[src/rtl/raw_capture_sequencer.sv]
// Raw Bayer capture sequencer: input staging, IDLE/ARMED/CAPTURE session
// control, pixel coordinate tracking and decimation gating.
module raw_capture_sequencer #(
  parameter int unsigned H_MAX = 1280,
  parameter int unsigned V_MAX = 1024
) (
  input  logic        iCLK,
  input  logic        iRST,
  input  logic [9:0]  iDATA,
  input  logic        iFVAL,
  input  logic        iLVAL,
  input  logic        iSTART,
  input  logic        iEND,
  input  logic [1:0]  iSKIP,
  output logic [9:0]  oDATA,
  output logic        oDVAL,
  output logic [10:0] oX_Cont,
  output logic [10:0] oY_Cont,
  output logic [31:0] oFrame_Cont,
  output logic        oBUSY,
  output logic        oLINE_ERR
);

  localparam int unsigned DW = 10;
  localparam int unsigned CW = 11;
  localparam int unsigned FW = 32;
  localparam int unsigned SW = 2;
  localparam logic [CW-1:0] X_LAST = CW'(H_MAX - 1);
  localparam logic [CW-1:0] Y_LAST = CW'(V_MAX - 1);

  typedef enum logic [1:0] {
    IDLE    = 2'd0,
    ARMED   = 2'd1,
    CAPTURE = 2'd2
  } stateT;

  stateT          state;
  stateT          stateNext;
  logic           stopPend;
  logic           stopPendNext;
  logic [SW-1:0]  skipLat;

  logic [DW-1:0]  dataS1;
  logic           fvalS1;
  logic           lvalS1;
  logic           fvalPrev;
  logic           lvalPrev;

  logic [CW-1:0]  xCnt;
  logic [CW-1:0]  yCnt;
  logic [CW-1:0]  yInc;

  logic           fvalRise;
  logic           fvalFall;
  logic           lvalFall;
  logic           pixel;
  logic           keep;
  logic           startCapture;

  // Stage S1 input registers plus one-cycle history for edge detection
  always_ff @(posedge iCLK) begin
    if (iRST) begin
      dataS1   <= '0;
      fvalS1   <= 1'b0;
      lvalS1   <= 1'b0;
      fvalPrev <= 1'b0;
      lvalPrev <= 1'b0;
    end else begin
      dataS1   <= iDATA;
      fvalS1   <= iFVAL;
      lvalS1   <= iLVAL;
      fvalPrev <= fvalS1;
      lvalPrev <= lvalS1;
    end
  end

  // Edge, pixel and decimation decode on the staged signals
  always_comb begin
    fvalRise = fvalS1 & ~fvalPrev;
    fvalFall = ~fvalS1 & fvalPrev;
    lvalFall = ~lvalS1 & lvalPrev;
    pixel    = fvalS1 & lvalS1;
    yInc     = (yCnt == Y_LAST) ? '0 : yCnt + CW'(1);
    case (skipLat)
      2'd0:    keep = 1'b1;
      2'd1:    keep = ~xCnt[0] & ~yCnt[0];
      default: keep = (xCnt[1:0] == 2'b00) && (yCnt[1:0] == 2'b00);
    endcase
  end

  // Session state, stop-pending flag and decimation latch
  always_ff @(posedge iCLK) begin
    if (iRST) begin
      state    <= IDLE;
      stopPend <= 1'b0;
      skipLat  <= '0;
    end else begin
      state    <= stateNext;
      stopPend <= stopPendNext;
      if (startCapture) begin
        skipLat <= iSKIP;
      end
    end
  end

  // Next-state logic; a stop request arriving on the closing edge ends the session there
  always_comb begin
    stateNext    = state;
    stopPendNext = stopPend;
    case (state)
      IDLE: begin
        if (iSTART) begin
          stateNext    = ARMED;
          stopPendNext = iEND;
        end
      end
      ARMED: begin
        if (iEND) begin
          stateNext    = IDLE;
          stopPendNext = 1'b0;
        end else if (fvalRise) begin
          stateNext = CAPTURE;
        end
      end
      CAPTURE: begin
        if (iEND) begin
          stopPendNext = 1'b1;
        end
        if (fvalFall && (stopPend || iEND)) begin
          stateNext    = IDLE;
          stopPendNext = 1'b0;
        end
      end
      default: begin
        stateNext    = IDLE;
        stopPendNext = 1'b0;
      end
    endcase
    startCapture = (state == ARMED) && (stateNext == CAPTURE);
  end

  // Coordinate counters and registered pixel outputs
  always_ff @(posedge iCLK) begin
    if (iRST) begin
      xCnt        <= '0;
      yCnt        <= '0;
      oDATA       <= '0;
      oDVAL       <= 1'b0;
      oX_Cont     <= '0;
      oY_Cont     <= '0;
      oFrame_Cont <= '0;
      oBUSY       <= 1'b0;
      oLINE_ERR   <= 1'b0;
    end else begin
      oDVAL     <= 1'b0;
      oLINE_ERR <= 1'b0;
      oBUSY     <= (stateNext != IDLE);
      if (startCapture) begin
        xCnt <= '0;
        yCnt <= '0;
      end else if (state == CAPTURE) begin
        if (pixel) begin
          oDATA   <= dataS1;
          oX_Cont <= xCnt;
          oY_Cont <= yCnt;
          oDVAL   <= keep;
          if (xCnt == X_LAST) begin
            xCnt <= '0;
            yCnt <= yInc;
          end else begin
            xCnt <= xCnt + CW'(1);
          end
        end else if (fvalFall) begin
          xCnt        <= '0;
          yCnt        <= '0;
          oFrame_Cont <= oFrame_Cont + FW'(1);
        end else if (lvalFall && (xCnt != '0)) begin
          xCnt      <= '0;
          yCnt      <= yInc;
          oLINE_ERR <= 1'b1;
        end
      end
    end
  end

endmodule

[config.mk]
export PLATFORM = sky130hd
export DESIGN_NAME = raw_capture_sequencer
export DESIGN_NICKNAME = d
export VERILOG_FILES = /design/src/rtl/raw_capture_sequencer.sv
export SDC_FILE = /design/constraint.sdc
export NUM_CORES = 1
export LEC_CHECK = 0
export CORE_MARGIN = 3
export CORE_UTILIZATION = 50
export CTS_CLUSTER_SIZE = 12
export DETAILED_ROUTE_END_ITERATION = 6
export GPL_TIMING_DRIVEN = 1
export PLACE_DENSITY = 0.77
export SLEW_MARGIN = 0
export SYNTH_ARGS = -nofsm -noshare
export SYNTH_HDL_FRONTEND = slang
export SYNTH_SLANG_ARGS = --single-unit
[constraint.sdc]
create_clock -name iCLK -period 2 [get_ports iCLK]
set_input_delay 0.4 -clock iCLK [delete_from_list [all_inputs] [get_ports iCLK]]
set_output_delay 0.4 -clock iCLK [all_outputs]
set_load 0.02 [all_outputs]
==> flow_summary.json, run 1 <==
{
  "n_antenna_cell": 0,
  "gp_congestion": 0.918,
  "dp.cells": 704,
  "tightest_slew_ps": 532,
  "core_sq_um": 8460,
  "dr_wl_met2_um": 5090,
  "syn-num-nets": 550,
  "clkPwrFrac_pct": 34.8,
  "wl_um": 10200,
  "maxSlewHeadroom_pct": 64.2,
  "h-tree-depth": 3,
  "tritoncts": "done",
  "clk_pin_slew_ps": 100,
  "path_buf_inv": 1,
  "period_minus_slack_ps": 1880,
  "grt_pass1_wl_um": 17300,
  "hp-start": "iRST",
  "synth_top_area_share_pct": 48.4,
  "synth-seq-cells": 108,
  "drv_slew": 0,
  "cts_sinks": 108,
  "hold_violations": 0,
  "m1WireLength_um": 4430,
  "vias_per_cell": 5.47,
  "internal_power_mw": 2.74,
  "area_growth_pct": 26.6,
  "seqPwrFrac_pct": 61.1,
  "hold_path.class": "in2reg",
  "worst_hold_slack_ps": 337,
  "grt_usage_pct": 21.0,
  "num_rows": 33,
  "r2r_setup_slack_ps": 130,
  "drv_cap": 0,
  "drc_errors": 0,
  "synthTopCellsByArea": "dfxtp_1 (48%), nand2_1 (7.2%), a21oi_1 (5.0%)",
  "cts-hold-fix-buffers": 0,
  "synth_top_family_by_area": "simple AND/OR/NAND/NOR gates",
  "routedWlPerCell_um": 14.2,
  "ys_async_sr_fraction_pct": 0,
  "syn_inst": 527,
  "tns_ps": 0,
  "r2r-end": "yCnt[8]$_SDFFE_PP0P_",
  "synth_largest_area_cell": "dfxtp_1",
  "synth_cell_type_count": 43,
  "cpMaxStageDelayCell": "clkdlybuf4s50_1",
  "fin_cells": 720,
  "muxShareOfSynthArea_pct": 0.896,
  "path_cells": "clkdlybuf4s50_1",
  "ir_drop_uv": 439,
  "cp-start-kind": "register",
  "worstSetupPathType": "reg2out",
  "yosys_warnings": 0,
  "power.density_nw_per_um2": 632,
  "rr_worst_depth": 7,
  "cp-end-kind": "primary output",
  "synth_compound_area_share_pct": 10.2,
  "crit_arrival_ps": 1480,
  "die_w_um": 101,
  "dp_hpwl_um": 7290,
  "placed_area_sq_um": 5450,
  "clk_latency_ps": 370,
  "finalNetCount": 633,
  "setup_viol": 0,
  "synth_simple_gate_area_share_pct": 28.2,
  "switching_share_pct": 23.4,
  "synth_ff_type": "dfxtp_1",
  "grt_pass1_vias": 3731,
  "reg2reg_from": "xCnt[1]$_SDFFE_PP0P_",
  "hold_depth": 3,
  "final_area_sq_um": 5660,
  "synth-seq-area-share_pct": 48.4,
  "power.total_mw": 3.57,
  "avgSynthCellArea_sq_um": 8.48,
  "skew_ps": 11.6,
  "grt_max_degree": 53,
  "postRouteAntennaNets": 0,
  "cts_buffer_depth": 2,
  "die_area_sq_um": 10100,
  "fin_crit_sh_pct": 93.9,
  "p_switching_uw": 835,
  "port_buffers": 84,
  "drtIter0Drc": 147,
  "io_pins": 85,
  "grt_overflow": 0,
  "cts_setup_buffers": 0,
  "vias": 3938,
  "synth_xor_xnor_area_share_pct": 7.05,
  "hold_end": "xCnt[6]$_SDFFE_PP0P_",
  "fmax_ghz": 0.533,
  "synth_fa_ha_area_share_pct": 1.40,
  "cp_max_fo": 5,
  "synth_enable_flop_cells": 0,
  "status": "finished clean",
  "post_route_cells_drive_above_1_share_pct": 8.29,
  "die_y_um": 101,
  "start_util_pct": 52.8,
  "dr.pass1.iters": 5,
  "cts_buffers": 9,
  "highest-signal-layer": "met4",
  "root_buffer": "clkbuf_8",
  "required_ps": 1600,
  "combPwrFrac_pct": 4.1,
  "wl_met3_um": 503,
  "p_leak_nw": 1.92,
  "max_stage_delay_ps": 670,
  "crit_family": "buffers and inverters",
  "syn_area_sq_um": 4470,
  "antenna_found_initial": 0
}
## per-layer routing
metal | track usage, % | vias up
li1 | - | 1974
met1 | 26.3 | 1834
met2 | 35.5 | 114
met3 | 3.74 | 16
met4 | 9.02 | 0
met5 | 0 | -
## repair_timing
action                                  CTS  global route
endpoints found under the hold margin     0             0
resized for setup                         0             8
endpoints found under the setup margin    0            27
## tightest hold or removal path, delay by kind of cell
| kind | cells | cell delay, ps |
|---|---|---|
| buffers and inverters | 1 | 100 |
| AO/OA/AOI/OAI | 1 | 100 |
| AND/OR/NAND/NOR | 1 | 70 |
## layout by cell type (no fill, tap or decap), types with 2 or more instances in the layout
master,netlist,final
a31oi_1,12,12
clkbuf_8,0,10
o21a_1,2,2
nand4_2,2,2
inv_6,0,2
or4_1,2,2
clkdlybuf4s50_1,0,83
or3_1,8,8
o21ai_0,10,10
nand2b_1,4,4
and4_1,5,5
nor2_1,49,48
nand4_1,12,12
nor4_1,16,14
or2_2,2,2
dfxtp_1,108,105
inv_1,13,13
xnor2_1,25,25
nor3_1,13,13
mux2i_1,4,4
nand3_2,3,3
nand2_1,86,85
clkinv_4,0,2
a21oi_1,45,45
o31ai_1,3,3
nor2b_1,17,17
ha_1,5,5
dfxtp_2,0,3
nand3_1,17,17
and2_1,3,3
buf_4,1,15
nor4_2,0,2
and3_1,11,10
xor2_1,11,11
## cell usage after synthesis (4+ instances only)
cell type  count
nor2_1        49
nor2b_1       17
clkbuf_1      18
and3_1        11
xnor2_1       25
nand2_1       86
and4_1         5
inv_1         13
nor3_1        13
ha_1           5
dfxtp_1      108
or3_1          8
nor4_1        16
mux2i_1        4
a31oi_1       12
nand3_1       17
buf_2          7
xor2_1        11
a21oi_1       45
nand4_1       12
nand2b_1       4
o21ai_0       10
## power groups by stage
stage | Sequential (mW) | Combinational, mW | Clock, mW
after floorplan | 2.23 | 0.0783 | 0
after global placement | 2.23 | 0.143 | 0
after detailed placement | 2.23 | 0.146 | 0
after CTS | 2.18 | 0.147 | 1.28
after global routing | 2.19 | 0.160 | 1.36
final | 2.18 | 0.147 | 1.25
## registers in the layout (all words and copies together) (netlist names)
signal       count
stopPend         1
state            2
xCnt            11
oDVAL            1
oDATA           10
oBUSY            1
oFrame_Cont     32
yCnt            11
oY_Cont         11
oX_Cont         11
fvalS1           1
dataS1          10
lvalPrev         1
fvalPrev         1
oLINE_ERR        1
skipLat          2
lvalS1           1
## cell families after synthesis
group / after synthesis
compound gates: 80
xor+xnor: 36
fa+ha+maj: 5
buf+inv: 41
flops: 108
mux: 4
simple gates: 253
## how the worst max path moves through the flow
| stage | from | end | slack, ps | cells past startpoint |
|---|---|---|---|---|
| 2_1_floorplan | yCnt[0]$_SDFFE_PP0P_ | yCnt[9]$_SDFFE_PP0P_ | 230 | 6 |
| 3_3_place_gp | iEND | yCnt[3]$_SDFFE_PP0P_ | 100 | 6 |
| 3_5_place_dp | xCnt[0]$_SDFFE_PP0P_ | yCnt[6]$_SDFFE_PP0P_ | 70 | 7 |
| 4_1_cts | oFrame_Cont[2]$_SDFFE_PP0P_ | oFrame_Cont[2] | 20 | 1 |
| 5_1_grt | xCnt[5]$_SDFFE_PP0P_ | yCnt[8]$_SDFFE_PP0P_ | -5 | 5 |
| 6_report | oFrame_Cont[14]$_SDFFE_PP0P_ | oFrame_Cont[14] | 120 | 1 |
## through the flow
step | setup WS (ps) | utilization, %
detailed placement | 69.8 | 64.3
global placement | 101 | 64.3
CTS | 22.3 | 66.5
floorplan | 226 | -
finish | 122 | 66.8
global route | -4.83 | 66.8
## layout make-up
| cell class | instances | area [sq um] |
|---|---|---|
| clock buffer | 10 | 138 |
| clock inverter | 6 | 47.5 |
| fill | 712 | 2810 |
| inverter | 13 | 48.8 |
| multi-input combinational | 378 | 2160 |
| sequential | 108 | 2170 |
| tap | 105 | 131 |
| timing repair buffer | 100 | 968 |
Power figures use the tool's default switching activity.
==> run 2: changes to the inputs <==
Settings changed: CORE_MARGIN 3 to unset, MAX_ROUTING_LAYER set to met4.
==> flow_summary.json, run 2 (synthesized netlist as in run 1, its figures left out) <==
{
  "wl_um": 10400,
  "crit_arrival_ps": 2130,
  "tightest_slew_ps": 576,
  "cp-end-kind": "register",
  "setup_viol": 0,
  "cts_sinks": 108,
  "fin_crit_sh_pct": 94.0,
  "drc_errors": 0,
  "grt_usage_pct": 24.4,
  "num_rows": 34,
  "hold_path.class": "in2reg",
  "grt_pass1_vias": 3748,
  "reg2reg_from": "fvalS1$_SDFF_PP0_",
  "cp-start-kind": "register",
  "vias": 4041,
  "n_antenna_cell": 0,
  "grt-busiest-layer": "met2",
  "grtUsageMet1_pct": 29.2,
  "period_minus_slack_ps": 1880,
  "postRouteAntennaNets": 0,
  "maxSlewHeadroom_pct": 61.2,
  "clk_pin_slew_ps": 100,
  "p_leak_nw": 1.97,
  "root_buffer": "clkbuf_8",
  "clk_latency_ps": 370,
  "dr.pass1.iters": 4,
  "drtIter0Drc": 229,
  "layout_common_cells": "dfxtp_1 (105), nand2_1 (86), clkdlybuf4s50_1 (83), nor2_1 (48), a21oi_1 (45)",
  "worst_hold_slack_ps": 359,
  "die_y_um": 96.5,
  "power.density_nw_per_um2": 642,
  "dp_hpwl_um": 7290,
  "met2_usage_pct": 40.8,
  "grt_pass1_wl_um": 17200,
  "hold_depth": 4,
  "largest_register_ffs": 32,
  "io_pins": 85,
  "core_sq_um": 8680,
  "routedWlPerCell_um": 14.3,
  "grt_max_degree": 52,
  "worstSetupPathType": "reg2reg",
  "cts_buffers": 9,
  "skew_ps": 14.1,
  "grt_overflow": 0,
  "required_ps": 2250,
  "drv_slew": 0,
  "start_util_pct": 51.5,
  "final_common_cell": "dfxtp_1",
  "post_route_cells_drive_above_1_share_pct": 9.13,
  "hp-start": "iRST",
  "cp_max_fo": 9,
  "status": "finished clean",
  "drv_cap": 0,
  "die_w_um": 96.5,
  "die_area_sq_um": 9320,
  "antenna_found_initial": 0,
  "power.total_mw": 3.68,
  "finalNetCount": 643,
  "largest_register": "oFrame_Cont",
  "r2r-end": "oFrame_Cont[17]$_SDFFE_PP0P_",
  "r2r_setup_slack_ps": 120,
  "use_met3_pct": 4.85,
  "hold_violations": 0,
  "vias_per_cell": 5.52,
  "tritoncts": "done",
  "cts_buffer_depth": 2,
  "gp_congestion": 0.898,
  "rr_worst_depth": 5,
  "h-tree-depth": 3,
  "ir_drop_uv": 425,
  "port_buffers": 84,
  "hold_end": "stopPend$_SDFFE_PP0P_",
  "area_growth_pct": 28.2,
  "fmax_ghz": 0.532
}
[run 2: changes by cell type in the layout (fill, tap and decap cells not counted), moves of 2 or more]
cell | previous run | this run
buf_4 | 15 | 26
clkinv_4 | 2 | 0
nor4_1 | 14 | 16
nor4_2 | 2 | 0
[run 2: where the power goes]
group	switching, mW	total [mW]	internal (mW)	leakage [nW]
clock network	0.764	1.35	0.586	0.0927
logic	0.0787	0.152	0.0730	1.01
registers	0.0103	2.18	2.17	0.876
[run 2: timing repair]
item / CTS / global route
endpoints found under the hold margin: 0 / 0
hold buffers: 0 / 0
gates resized for setup: 0 / 7
setup endpoints to repair: 0 / 23
buffers inserted: 0 / 2
[run 2: worst max-delay path: stages, from the launching register on]
cell and delay (ps):
dfxtp_1 410, and4bb_2 490, nand4_2 290, nor4_1 340, xnor2_1 170, nor2_1 60
[run 2: metal layers]
layer  wire length [um]  share of wire, %
met5                  0                 0
met4                167               1.6
met3                571               5.5
met2               5200                50
met1               4500                43
[run 2: through the flow]
stage | TNS (ps) | setup slack (ps) | utilization, % | instance area [sq um] | cells
floorplan | 0 | 226 | - | 4470 | 527
global placement | 0 | 76.0 | 63.4 | 5500 | 715
detailed placement | 0 | 49.1 | 63.4 | 5500 | 715
CTS | 0 | 16.6 | 65.6 | 5690 | 730
global route | -23.4 | -18.1 | 66.0 | 5730 | 732
finish | 0 | 119 | 66.0 | 5730 | 732
[run 2: final cells by class]
cell class                      instances  area (sq um)
Inverter                               13          48.8
Fill cell                             730          2950
Timing Repair Buffer                  110          1030
Sequential cell                       108          2170
Tap cell                              108           135
Clock inverter                          6          71.3
Multi-Input combinational cell        378          2150
Clock buffer                            9           124
[run 2: how the worst max path moves through the flow]
stage                                           start                            to  slack (ps)  cells past startpoint
after global routing             xCnt[0]$_SDFFE_PP0P_          yCnt[3]$_SDFFE_PP0P_         -20                      8
after detailed placement                         iEND          yCnt[7]$_SDFFE_PP0P_          50                      7
final                               fvalS1$_SDFF_PP0_  oFrame_Cont[17]$_SDFFE_PP0P_         120                      5
after floorplan                  yCnt[0]$_SDFFE_PP0P_          yCnt[9]$_SDFFE_PP0P_         230                      6
after CTS                 oFrame_Cont[2]$_SDFFE_PP0P_                oFrame_Cont[2]          20                      1
after global placement                           iEND          yCnt[3]$_SDFFE_PP0P_          80                      6
